File: config.mk
export PLATFORM = sky130hd
export DESIGN_NAME = muldiv_ctrl
export DESIGN_NICKNAME = d
export VERILOG_FILES = /design/src/rtl/muldiv_ctrl.sv
export SDC_FILE = /design/constraint.sdc
export NUM_CORES = 1
export LEC_CHECK = 0
export BUFFER_PORTS_ARGS = -buffer_cell sky130_fd_sc_hd__clkbuf_2
export CAP_MARGIN = 20
export CORE_AREA = 2 2 153 155
export DETAILED_ROUTE_END_ITERATION = 12
export DIE_AREA = 0 0 155 157
export GPL_ROUTABILITY_DRIVEN = 0
export GPL_TIMING_DRIVEN = 0
export HOLD_SLACK_MARGIN = 0.15
export PLACE_DENSITY = 0.56
export SYNTH_ARGS = -nofsm -noshare
export SYNTH_HDL_FRONTEND = slang
export SYNTH_SLANG_ARGS = --single-unit
File: constraint.sdc
create_clock -name clk -period 4.7 [get_ports clk]
set_input_delay 0.47 -clock clk [delete_from_list [all_inputs] [get_ports clk]]
set_output_delay 0.47 -clock clk [all_outputs]
set_load 0.02 [all_outputs]
File: src/rtl/muldiv_ctrl.sv
// muldiv_ctrl: sequencer for the EX-stage multiply/divide units.
//
// Accepts a MULT/MULTU/DIV/DIVU from EX decode and latches the operands and
// signedness. It then either waits out the fixed multiplier latency or runs
// the iterative divider until it reports ready. The 64-bit result is held
// with hilo_we asserted until the pipeline lets EX advance. A flush aborts
// the operation at any point and annuls a running divide.
//
// Ports
//   clk, rst                 clock, synchronous active-high reset
//   flush                    abort current operation (exception/eret)
//   ex_hold                  downstream stall, EX instruction stays put
//   op_mult/multu/div/divu   operation present in EX (div>divu>mult>multu)
//   rs_data, rt_data         operands (dividend/multiplicand, divisor/multiplier)
//   mul_signed/ina/inb       to multiplier; mul_result {hi,lo} from it
//   div_signed/op1/op2       to divider; div_start, div_annul control it
//   div_result, div_ready    {remainder,quotient} and valid from divider
//   stallreq_for_ex          stall request while the operation is in flight
//   hilo_we, hi_o, lo_o      HI/LO write port
module muldiv_ctrl #(
    parameter int MUL_LAT = 2
) (
    input  logic        clk,
    input  logic        rst,
    input  logic        flush,
    input  logic        ex_hold,
    input  logic        op_mult,
    input  logic        op_multu,
    input  logic        op_div,
    input  logic        op_divu,
    input  logic [31:0] rs_data,
    input  logic [31:0] rt_data,
    output logic        mul_signed,
    output logic [31:0] mul_ina,
    output logic [31:0] mul_inb,
    input  logic [63:0] mul_result,
    output logic        div_signed,
    output logic [31:0] div_op1,
    output logic [31:0] div_op2,
    output logic        div_start,
    output logic        div_annul,
    input  logic [63:0] div_result,
    input  logic        div_ready,
    output logic        stallreq_for_ex,
    output logic        hilo_we,
    output logic [31:0] hi_o,
    output logic [31:0] lo_o
);

    localparam int CNT_W = (MUL_LAT > 1) ? $clog2(MUL_LAT) : 1;

    typedef enum logic [1:0] {
        IDLE     = 2'd0,
        MUL_WAIT = 2'd1,
        DIV_WAIT = 2'd2,
        DONE     = 2'd3
    } state_t;

    state_t             state_reg, state_next;
    logic [CNT_W-1:0]   cnt_reg, cnt_next;
    logic [31:0]        op1_reg, op1_next;
    logic [31:0]        op2_reg, op2_next;
    logic               sign_reg, sign_next;
    logic [63:0]        result_reg, result_next;

    always_ff @(posedge clk) begin
        if (rst) begin
            state_reg  <= IDLE;
            cnt_reg    <= '0;
            op1_reg    <= '0;
            op2_reg    <= '0;
            sign_reg   <= 1'b0;
            result_reg <= '0;
        end else begin
            state_reg  <= state_next;
            cnt_reg    <= cnt_next;
            op1_reg    <= op1_next;
            op2_reg    <= op2_next;
            sign_reg   <= sign_next;
            result_reg <= result_next;
        end
    end

    // Operands come straight from the latched registers so the units see
    // stable inputs for the whole operation; signedness is only presented
    // to the unit that is actually running.
    assign mul_ina    = op1_reg;
    assign mul_inb    = op2_reg;
    assign div_op1    = op1_reg;
    assign div_op2    = op2_reg;
    assign mul_signed = sign_reg && (state_reg == MUL_WAIT);
    assign div_signed = sign_reg && (state_reg == DIV_WAIT);

    always_comb begin
        state_next      = state_reg;
        cnt_next        = cnt_reg;
        op1_next        = op1_reg;
        op2_next        = op2_reg;
        sign_next       = sign_reg;
        result_next     = result_reg;
        stallreq_for_ex = 1'b0;
        hilo_we         = 1'b0;
        div_start       = 1'b0;
        div_annul       = 1'b0;
        hi_o            = '0;
        lo_o            = '0;

        if (flush) begin
            // Flush beats ex_hold, div_ready and the multiply terminal count.
            state_next = IDLE;
            cnt_next   = '0;
            div_annul  = (state_reg == DIV_WAIT);
        end else begin
            case (state_reg)
                IDLE: begin
                    if (op_div || op_divu || op_mult || op_multu) begin
                        stallreq_for_ex = 1'b1;
                        op1_next        = rs_data;
                        op2_next        = rt_data;
                        cnt_next        = '0;
                        if (op_div || op_divu) begin
                            state_next = DIV_WAIT;
                            sign_next  = op_div;
                        end else begin
                            state_next = MUL_WAIT;
                            sign_next  = op_mult;
                        end
                    end
                end
                MUL_WAIT: begin
                    stallreq_for_ex = 1'b1;
                    cnt_next        = cnt_reg + CNT_W'(1);
                    if (cnt_reg == CNT_W'(MUL_LAT - 1)) begin
                        result_next = mul_result;
                        state_next  = DONE;
                        cnt_next    = '0;
                    end
                end
                DIV_WAIT: begin
                    stallreq_for_ex = 1'b1;
                    if (div_ready) begin
                        result_next = div_result;
                        state_next  = DONE;
                    end else begin
                        div_start = 1'b1;
                    end
                end
                DONE: begin
                    // The op_* still present here belongs to the finished
                    // instruction, so it is deliberately ignored.
                    hilo_we = 1'b1;
                    hi_o    = result_reg[63:32];
                    lo_o    = result_reg[31:0];
                    if (!ex_hold) begin
                        state_next = IDLE;
                    end
                end
                default: state_next = IDLE;
            endcase
        end
    end

endmodule

==> results.txt, run 1 <==
The routed layout has 7230 vias. Type of the setup path with the least slack: reg -> out. The maximum number of buffers from clock root to sink was 2. The analysis attributes to cell leakage a power of 4.50 nW. Cell at the slowest stage of the critical path: sky130_fd_sc_hd__clkbuf_1.

Static timing analysis puts the maximum clock frequency at 331 MHz. The run gives 0 as the number of warnings issued by yosys. The worst path needs 3.02 ns of the cycle, external delays included. The global router's overall resource usage was 0.201; the biggest cell delay along the critical path was 0.53 ns.

The final count of hold timing violations was 0. Summing all placed instances gives a cell area of 9060 um^2. The top cell type's share of synthesized area was 0.393; the number of buffers inserted by post-CTS setup repair was 0. In the synthesized netlist, the number of instances is 776. Most heavily used metal layer in global routing: met2. The tools report the worst slew margin relative to its limit as 0.517. In this design, the largest share of critical-path delay is due to buffers and inverters. The run gives 9730 um^2 as the post-route standard cell area excluding fillers.

The tools report the number of inserted diodes as 0. For the worst-skew pair, the clock arrives at the later sink with an insertion delay of 0.42 ns. The die covers 24300 um^2. The biggest fanout along the worst timing path works out to 10. The final critical-path share of the clock period is 0.643. Site row count: 55.

Walking the worst path, the cells encountered are ha_1 > nor2b_1 > clkbuf_1 > clkbuf_1 > and2_1 > clkbuf_2. The relative contribution of the clock network to total power was 0.440; the clock tree skew after final layout was 0.00973 ns. VDD sags by at most 0.192 mV.

The flip-flop and latch count after synthesis is 132. The largest total area in the synthesized netlist belongs to sky130_fd_sc_hd__dfxtp_1. The met2 global-route usage was 0.362. Data arrives at the worst endpoint at 2.55 ns. The number of flip-flops in the largest register works out to 64. STA classifies the critical path startpoint as a register.

For the aggregate routed wire length, the log shows 25100 um. The final setup violation count is 0, and the width of the die is 155 um. The internal portion of the total power is 2.51 mW. The detail route stage leaves a number of antenna-violating nets equal to 0. In this design, the critical path's most frequently occurring cell is sky130_fd_sc_hd__clkbuf_1. The worst hold margin was 0.288 ns; the number of design rule violations left after detail routing was 0.

OpenSTA, run right after detailed placement, puts the worst setup slack at 1.93 ns. Chip height: 157 um. STA classifies the critical path endpoint as an output port. The tools report the cell at the root of the clock tree as sky130_fd_sc_hd__clkbuf_16. The clock drives 132 sinks. The ratio of routed vias to standard cells came out at 4.86. The cell with the most instances after synthesis was sky130_fd_sc_hd__dfxtp_1.

In this run, the number of DRC markers left after iteration 0 of detailed routing was 277. Sorting the synthesized cells by area gives the leading types as sky130_fd_sc_hd__dfxtp_1 (39%), sky130_fd_sc_hd__mux2i_1 (9.8%), sky130_fd_sc_hd__buf_4 (7.3%), sky130_fd_sc_hd__a211oi_1 (7.2%), sky130_fd_sc_hd__and2_1 (6.2%). TritonCTS built the clock tree. After global routing the overflow that remains totals 0. For the worst setup path, the data required time is 4.23 ns.

The total nets after synthesis came out at 983. The most used flip-flop cell after synthesis is sky130_fd_sc_hd__dfxtp_1. The logs give 0.393 for the sequential-to-total area share from yosys stat and 0 for the number of antenna violations at the first check in global routing. The transition time at the pin with the least slew margin came out at 0.724 ns. The switching fraction of total power is 0.280. In the synthesized netlist, the cells that appear most often are sky130_fd_sc_hd__dfxtp_1 (132), sky130_fd_sc_hd__and2_1 (67), sky130_fd_sc_hd__o21ai_0 (67). For the final standard cell utilization of the core, the log shows 0.432. The post-cts gate resize count is 0, and the number of hold buffers added after CTS is 0. The combinational share of power was 0.198.

The initial cell density of the core was 0.299; the routed length per instance was 16.9 um. Setup slack closes at 1.68 ns. The global-route track usage on met1 is 0.241.

399 I/O pins were placed. The count of input and output buffers works out to 397. The flow ran to the end, and the final reports show no timing, DRC or antenna violations. The clock slew seen by the registers of the worst setup and hold paths is 0.06 ns. Setup repair after global routing left no endpoint under its margin. In this run, distinct cell masters in the synthesized netlist total 28. The count of maximum capacitance violations was 0. After floorplanning, the core was sized to cover 22500 um^2. The min-delay analysis places its worst path in the category in -> reg.

The fraction of final layout cells sized beyond drive strength 1 works out to 0.436. For the met3 capacity usage during global routing, the log shows 0.0405. The share of flip-flops with an asynchronous set or reset came out at 0. The estimated wirelength of the detail-placed design is 19600 um, and the number of global-route vias before repair is 6853. The net total in the final layout was 1399; the number of buffers and inverters on the critical path was 3. Counting flops with a built-in enable in the synthesized netlist gives 0. For the level count of the clock H-tree, the log shows 4.

The first detailed-routing pass took 5 iterations. The run gives 0 as the max-slew violation total from the final report. The analysis attributes to net switching a power of 0.973 mW. The part of the total power dissipated in sequential elements is 0.362, and the synthesized cell area is 6720 um^2. Total power density per cell area: 358 nW/um^2. The pin count of the biggest net entering global routing is 17, and the average footprint of a synthesized cell is 8.66 um^2. Summed over all failing endpoints, the final setup total negative slack is 0 ns.

The total clock buffers created by CTS was 17. Relative to the synthesized area, the layout overhead comes to 44.8%. For the global-route wire length before repair, the log shows 37800 um.
worst min-delay path, cell delays in order:
cell	delay [ns]
sky130_fd_sc_hd__clkbuf_2	0.08
sky130_fd_sc_hd__nand3_1	0.05
sky130_fd_sc_hd__a21oi_1	0.05
layout make-up:
type	instances	area, um^2
inverter	5	18.8
clock buffer	18	439
buffer	151	878
multi-input combinational	488	3180
tap	285	357
timing repair buffer	397	1990
fill	2355	12800
clock inverter	12	228
sequential	132	2640
logic make-up after synthesis:
kind of cell | count (synthesis) | share of synthesized area
AOI/OAI and AO/OA | 265 | 0.236
adders and majority gates | 6 | 0.0112
buffers and inverters | 156 | 0.134
muxes | 66 | 0.0983
and+or+nand+nor | 151 | 0.127
DFF | 132 | 0.393
worst paths after layout:
| path | startpoint | cells after the start | slack (ns) | endpoint |
|---|---|---|---|---|
| hold / removal | rs_data[29] | 3 | 0.29 | div_op1[29] |
| setup / recovery | state_reg[0] | 6 | 1.68 | lo_o[13] |
| setup reg to reg | state_reg[0] | 7 | 2.39 | result_reg[40] |
| hold reg to reg | cnt_reg | 2 | 0.48 | cnt_reg |
power by group through the flow:
stage	registers, mW	logic, mW	clock network, mW
finish	1.26	0.690	1.53
global route	1.27	0.760	1.61
CTS	1.26	0.697	1.56
detailed placement	1.29	0.696	0
global placement	1.28	0.692	0
floorplan	1.32	0.393	0
cells in the final DEF (no fill, tap or decap), drive strengths merged, types with 64 or more instances in the layout:
master,instances
and2,67
buf,104
a21oi,67
o21ai,67
clkbuf,462
mux2i,66
nand3,64
dfxtp,132
a211oi,64
a31oi,64
per-layer routing:
metal | wire length (um) | vias to the layer above | share of wire
li1 | - | 3574 | -
met1 | 10500 | 3325 | 0.42
met2 | 12700 | 307 | 0.51
met3 | 1530 | 24 | 0.061
met4 | 395 | 0 | 0.016
met5 | 0 | - | 0
metrics by stage:
step	cells	power (mW)
6_report	1488	3.48
5_1_grt	1488	3.64
4_1_cts	1488	3.52
3_5_place_dp	1458	1.98
3_3_place_gp	1458	1.97
2_1_floorplan	776	1.71
Power figures use the tool's default switching activity.
==> inputs of run 2 (changes only) <==
Settings changed: ABC_AREA set to 1, PLACE_DENSITY 0.56 to 0.58.
Clock period 4.7 ns to 3.16 ns, I/O delays scaled along.
==> run 2 against run 1 <==
Compared with the run above: via count grew 14%; critical endpoint is now div_annul; synthesized cell count rose by 42%; total power grew 52%; cell area increased by 8.4%; wire length up 3.1%; clock-buffer cell count is 2 higher; critical path type unchanged; sequential share of layout area shrank 2.1 points; critical path depth rose by 1; global-route usage up 0.61 points; sequential power is 50% higher.
==> results.txt, run 2 <==
The post-route antenna net violation count is 0 (unchanged). The worst reg2reg path startpoint is state_reg[0]. The number of sinks handled by clock tree synthesis is 132 (unchanged), and the depth of the worst register-to-register path is 9 (+2). For the final setup violation count, the log shows 0 (unchanged). Setup repair after global routing left no endpoint under its margin.

Leaving out fill and tap cells, the most frequent cell in the layout is sky130_fd_sc_hd__clkbuf_2. The element type at the critical path end was an output port. Biggest fanout along the worst timing path: 10 (unchanged). The worst register-to-register path ends at result_reg[22]. The run gives 1778 (+27%) as the net total in the final layout. The number of standard cells in the layout, taps in and fillers out is 1869 (+26%). The logs give 0 (unchanged) for the post-cts gate resize count and 0.273 mV (+42%) for the worst supply voltage drop on vdd. The critical path in this run is classified as reg -> out.

The count of input and output buffers was 398 (+0.25%). The chip height is 157 um (unchanged), and the transition time at the pin with the least slew margin is 0.648 ns (-0.0759 ns). The average footprint of a synthesized cell is 6.40 um^2 (-26%). The kind of path behind the tightest hold check is in -> reg. The run gives 20100 um (+2.7%) as the estimated wirelength of the detail-placed design. The number of enable flip-flop cells after synthesis was 0 (unchanged); the register-to-register setup slack was 1.14 ns (-1.25 ns). The library cell with the largest summed area after synthesis was sky130_fd_sc_hd__dfxtp_1. For the iteration-0 DRC count of the detailed router, the log shows 278 (+0.36%). The worst slew margin relative to its limit is 0.568 (+0.0506), and the top cell type's share of synthesized area is 0.374 (-0.0194). The library cells used most frequently in the layout, excluding fill and tap cells, are sky130_fd_sc_hd__clkbuf_2 (398), sky130_fd_sc_hd__nand2_1 (279), sky130_fd_sc_hd__nor2_1 (202). The share of flip-flops with an asynchronous set or reset is 0 (unchanged), and the ratio of routed vias to standard cells is 4.40 (-9.4%). For the synthesized cell area, the log shows 7070 um^2 (+5.2%).

The logs give 0 (unchanged) for the final count of hold timing violations and 0 (unchanged) for the max-slew violation total from the final report. The required arrival time at the worst endpoint is 2.84 ns (-1.39 ns). TritonCTS built the clock tree. Ranked by instance count, the synthesized netlist is headed by sky130_fd_sc_hd__nand2_1 (279), sky130_fd_sc_hd__nor2_1 (202), sky130_fd_sc_hd__inv_1 (141).

Global router's overall resource usage: 0.207 (+0.00611). For the site row count, the log shows 55 (unchanged). The routed length per instance is 13.9 um (-18%), and the total nets after synthesis is 1311 (+33%). The fraction of final layout cells sized beyond drive strength 1 came out at 0.344 (-0.0919). The logs give 0.314 (+0.0155) for the initial cell density of the core and 39700 um (+5.1%) for the global-route wire length before repair. The pin count of the biggest net entering global routing is 17 (unchanged). Yosys attributes the largest share of cell area to sky130_fd_sc_hd__dfxtp_1 (37%), sky130_fd_sc_hd__nand2_1 (15%), sky130_fd_sc_hd__nor2_1 (11%), sky130_fd_sc_hd__buf_4 (8.2%), sky130_fd_sc_hd__inv_1 (7.5%).

For the number of iterations in the first detailed-routing pass, the log shows 5 (unchanged). The number of distinct standard cells referenced by the synthesized netlist was 20 (-29%); the overall die area was 24300 um^2 (unchanged). The area growth from synthesis to layout was 49.2%; the width of the die was 155 um (unchanged). The maximum number of buffers from clock root to sink is 2 (unchanged). For the aggregate routed wire length, the log shows 25900 um (+3.1%). The hold path startpoint is rs_data[6]. The logs give 5.81 nW (+29%) for the leakage power and 0.374 (-0.0194) for the sequential-to-total area share from yosys stat.

Number of antenna violations at the first check in global routing: 0 (unchanged). The flow ran to the end, and the final reports show no timing, DRC or antenna violations. The number of design rule violations left after detail routing is 0 (unchanged). Via count: 8227 (+14%).

The kind of start point of the critical path was a register. The flip-flop and latch count after synthesis came out at 132 (unchanged). The count of maximum capacitance violations was 0 (unchanged). The run gives 7775 (+13%) as the number of global-route vias before repair.

The first element of the critical path was state_reg[0]. sky130_fd_sc_hd__nand2_1 is the most common cell in the netlist. The number of hold buffers added after CTS came out at 50 (+50). For the count of pins on the block boundary, the log shows 399 (unchanged).

Post-layout total power: 5.29 mW (+52%). The total congestion overflow was 0 (unchanged); the clock tree skew after final layout was 0.0107 ns (+0.000961 ns). The clock latency of the later-clocked register in the worst-skew pair came out at 0.42 ns (about the same). Final critical-path share of the clock period: 0.812. The total negative slack was 0 ns (unchanged). The clock slew seen by the registers of the worst setup and hold paths came out at 0.06 ns (about the same).

Cell at the root of the clock tree: sky130_fd_sc_hd__clkbuf_16. The number of flip-flops in the largest register works out to 64 (unchanged). The total power density per cell area works out to 502 nW/um^2 (+40%). The number of warnings issued by yosys was 0 (unchanged); the top achievable clock speed was 390 MHz. The logs give 0.469 (+0.0362) for the final standard cell utilization of the core and 22500 um^2 (unchanged) for the core outline area. Level count of the clock H-tree: 4 (unchanged). The synthesized netlist cell count is 1104 (+42%), and the minimum clock period after layout is 2.57 ns. The total clock buffers created by CTS was 17 (unchanged); the cell count after placement was 1787 (+23%).

The tools report the worst hold margin as 0.174 ns (-0.114 ns). Capturing element of the worst setup path: div_annul. The arrival time of the worst setup path is 2.25 ns (-0.30 ns), and the number of buffers inserted by post-CTS setup repair is 0 (unchanged). The most used flip-flop cell after synthesis is sky130_fd_sc_hd__dfxtp_1.
[run 2: cell types whose count changed in the layout (fill, tap and decap cells not counted), moves of 50 or more]
cell / change
sky130_fd_sc_hd__and2_1: -67
sky130_fd_sc_hd__dlygate4sd3_1: +50
sky130_fd_sc_hd__mux2i_1: -66
sky130_fd_sc_hd__nand3_1: -62
sky130_fd_sc_hd__inv_1: +136
sky130_fd_sc_hd__a211oi_1: -64
sky130_fd_sc_hd__nand2_1: +276
sky130_fd_sc_hd__nand4_1: +64
sky130_fd_sc_hd__a31oi_1: -64
sky130_fd_sc_hd__nor2_1: +198
[run 2: layer usage]
metal / vias to the layer above / global-route usage / wire, um
li1: 4263 / - / -
met1: 3701 / 0.261 / 11600
met2: 244 / 0.353 / 12600
met3: 19 / 0.0487 / 1380
met4: 0 / 0.0564 / 310
met5: - / 0 / 0
[run 2: kinds of logic (layout without fill, tap and decap cells)]
family | after synthesis | after routing | synth area share
simple gates | 552 | 552 | 0.319
buf+inv | 283 | 762 | 0.204
flops | 132 | 132 | 0.374
compound gates | 131 | 131 | 0.0928
fa+ha+maj | 6 | 6 | 0.0106
other cells | 0 | 1 | 0
[run 2: per-stage QoR]
stage / cell area (um^2) / worst slack, ns
6_report: 10500 / 0.593
5_1_grt: 10500 / 0.386
4_1_cts: 10500 / 0.506
3_5_place_dp: 9420 / 0.959
3_3_place_gp: 9420 / 0.981
2_1_floorplan: 7070 / 1.58
[run 2: critical path, cell delays in order (launching register included)]
cell	delay, ns
sky130_fd_sc_hd__dfxtp_1	0.35
sky130_fd_sc_hd__inv_1	0.15
sky130_fd_sc_hd__ha_1	0.39
sky130_fd_sc_hd__buf_4	0.27
sky130_fd_sc_hd__clkbuf_1	0.32
sky130_fd_sc_hd__nand2_1	0.10
sky130_fd_sc_hd__inv_1	0.09
sky130_fd_sc_hd__clkbuf_2	0.17
[run 2: worst min path at each step]
stage | depth (start not counted) | endpoint
final | 3 | div_op1[6]
after global routing | 3 | div_op1[2]
after CTS | 3 | div_op1[6]
after global placement | 2 | div_op2[0]
after detailed placement | 2 | div_op1[29]
after floorplan | 2 | sign_reg
[run 2: power breakdown]
group | total [mW] | switching, mW | leakage, nW | internal, mW
logic | 1.27 | 0.756 | 4.43 | 0.519
clock network | 2.12 | 0.776 | 0.293 | 1.34
registers | 1.89 | 0.0822 | 1.08 | 1.81
[run 2: area by class of cell]
class,instances,area (um^2)
well taps,285,357
fillers,2387,12000
diodes,1,2.50
repair buffers,448,2490
clock buffers,20,447
inverters,142,533
flip-flops and latches,132,2640
plain buffers,141,906
multi-input cells,689,2990
clock inverters,11,178
==> inputs of run 3 (changes only) <==
Clock period 3.16 ns to 2.6 ns, I/O delays scaled along.
==> run 3 against run 2 <==
Compared with the run above: register-to-register slack got worse by 0.64 ns; utilization increased by 0.70 points; sequential share of layout area decreased by 0.37 points; total power increased by 22%; combinational power increased by 24%; sequential cell count unchanged; critical path type unchanged; critical endpoint is now stallreq_for_ex.
==> results.txt, run 3 (synthesized netlist as in run 2, its figures left out) <==
The final critical-path share of the clock period is 0.901, and the number of iterations in the first detailed-routing pass is 5 (unchanged). Ratio of routed vias to standard cells: 4.42 (+0.31%). The tools report the number of antenna violations at the first check in global routing as 0 (unchanged). The site row count was 55 (unchanged); the initial cell density of the core was 0.314 (unchanged). The arrival time of the worst setup path was 2.08 ns (-0.17 ns); the via count was 8319 (+1.1%).

The width of the die was 155 um (unchanged); the count of maximum capacitance violations was 0 (unchanged). TritonCTS built the clock tree. The transition time at the pin with the least slew margin is 0.646 ns (-0.00282 ns), and the number of instances on the worst hold path is 5 (+2). The run gives 4 (unchanged) as the level count of the clock H-tree. The final setup violation count is 0 (unchanged), and the number of flip-flops in the largest register is 64 (unchanged). The global-route track usage on met1 was 0.262 (+0.000339). The top cell types in the final layout, fill and taps aside, are sky130_fd_sc_hd__clkbuf_2 (398), sky130_fd_sc_hd__nand2_1 (279), sky130_fd_sc_hd__nor2_1 (202).

The total negative slack was 0 ns (unchanged); the number of design rule violations left after detail routing was 0 (unchanged). The pin count of the biggest net entering global routing is 17 (unchanged). The number of buffers inserted by post-CTS setup repair is 0 (unchanged), and the area growth from synthesis to layout is 51.4%. The clock latency of the later-clocked register in the worst-skew pair came out at 0.42 ns (about the same). The tools report the number of sinks handled by clock tree synthesis as 132 (unchanged). The clock tree skew after final layout is 0.0107 ns (-0.0000301 ns). The logs give 0.328 mV (+20%) for the worst supply voltage drop on vdd and 0 (unchanged) for the max-slew violation total from the final report. The logs give 0.355 (+0.00212) for the met2 global-route usage and 24300 um^2 (unchanged) for the overall die area. The total congestion overflow came out at 0 (unchanged). The fraction of final layout cells sized beyond drive strength 1 came out at 0.340 (-0.00323). The flow ran to the end, and the final reports show no timing, DRC or antenna violations. The total power density per cell area is 603 nW/um^2 (+20%).

The run gives 0.208 (+0.00135) as the global router's overall resource usage. The worst setup path is captured at an output port. Subtracting the final worst setup slack from the clock period gives 2.34 ns. The count of input and output buffers was 398 (unchanged).

In this run the worst hold path is classified as in -> reg. The total clock buffers created by CTS was 17 (unchanged). The kind of start point of the critical path is a register.

The worst path setup slack after routing is 0.257 ns (-0.335 ns), and the leakage power is 5.87 nW (+1.1%). The tools report the required arrival time at the worst endpoint as 2.34 ns (-0.50 ns). The routed length per instance was 13.9 um (about the same); the clock slew seen by the registers of the worst setup and hold paths was 0.06 ns (about the same).

The most common library cell in the layout ignoring fill and taps is sky130_fd_sc_hd__clkbuf_2. The estimated wirelength of the detail-placed design was 20100 um (unchanged). The maximum number of buffers from clock root to sink is 2 (unchanged).

After global routing, the most crowded layer is met2. The tools report the met3 capacity usage during global routing as 0.0485 (-0.000275). The top achievable clock speed is 427 MHz, and the net total in the final layout is 1793 (+0.84%). The count of pins on the block boundary was 399 (unchanged); the chip height was 157 um (unchanged).

The depth of the worst register-to-register path is 9 (unchanged), and the worst setup timing slack at the placement stage is 0.455 ns (-0.504 ns). The worst slew margin relative to its limit came out at 0.570 (+0.00188). The cell at the root of the clock tree was sky130_fd_sc_hd__clkbuf_16.

The post-route antenna net violation count came out at 0 (unchanged). The number of global-route vias before repair was 7895 (+1.5%). The type of the setup path with the least slack was reg -> out. The core outline area came out at 22500 um^2 (unchanged).

The aggregate routed wire length came out at 26100 um (+0.73%). The final count of hold timing violations was 0 (unchanged). The biggest fanout along the worst timing path is 10 (unchanged), and the iteration-0 DRC count of the detailed router is 299 (+7.6%). Setup repair after global routing left no endpoint under its margin. The global-route wire length before repair is 40000 um (+0.82%).
## run 3: changes by cell type in the layout (fill, tap and decap cells not counted), sizes merged
cell,delta
dlygate4sd3,+16
clkbuf,-1
## run 3: worst paths after layout
kind	startpoint	slack (ns)	end
worst max-delay path	state_reg[0]	0.26	stallreq_for_ex
worst min-delay path	div_result[1]	0.18	result_reg[1]
worst max register to register	state_reg[0]	0.50	result_reg[44]
worst min register to register	div_op2[28]	0.48	div_op2[28]
## run 3: power by group
part / switching (mW) / internal (mW) / total (mW)
Combinational: 0.925 / 0.646 / 1.57
Clock: 0.941 / 1.63 / 2.58
Sequential: 0.0994 / 2.20 / 2.30
## run 3: worst max-delay path: stages (launching register included)
cell,delay [ns]
sky130_fd_sc_hd__dfxtp_1,0.35
sky130_fd_sc_hd__inv_1,0.15
sky130_fd_sc_hd__ha_1,0.25
sky130_fd_sc_hd__nand3_2,0.12
sky130_fd_sc_hd__buf_2,0.21
sky130_fd_sc_hd__a21oi_1,0.34
sky130_fd_sc_hd__clkbuf_2,0.24
## run 3: layer usage
layer  part of all wire  wire length (um)  vias to the layer above
met5                  0                 0                        -
li1                   -                 -                     4291
met2               0.49             12700                      264
met4              0.014               361                        0
met1               0.44             11600                     3736
met3              0.055              1450                       28
## run 3: what timing repair did
| action | 4_1_cts | 5_1_grt |
|---|---|---|
| endpoints found under the setup margin | 0 | 2 |
| gates resized for setup | 0 | 0 |
| endpoints found under the hold margin | 68 | 0 |
| hold buffers | 66 | 0 |
## run 3: area by class of cell
| cell class | count | area (um^2) |
|---|---|---|
| buffer | 140 | 902 |
| fill | 2370 | 11800 |
| sequential | 132 | 2640 |
| timing repair buffer | 464 | 2650 |
| inverter | 142 | 533 |
| tap | 285 | 357 |
| clock buffer | 20 | 447 |
| antenna | 1 | 2.50 |
| clock inverter | 11 | 178 |
| multi-input combinational | 689 | 2990 |
## run 3: through the flow
step / hold slack (ns) / instances / cell area [um^2] / power, mW / util
floorplan: 0.387 / 1104 / 7070 / 3.29 / -
global placement: 0.466 / 1787 / 9420 / 3.82 / 0.418
detailed placement: 0.470 / 1787 / 9420 / 3.83 / 0.418
CTS: 0.161 / 1884 / 10700 / 6.52 / 0.476
global route: 0.193 / 1883 / 10700 / 6.79 / 0.475
finish: 0.176 / 1884 / 10700 / 6.45 / 0.476
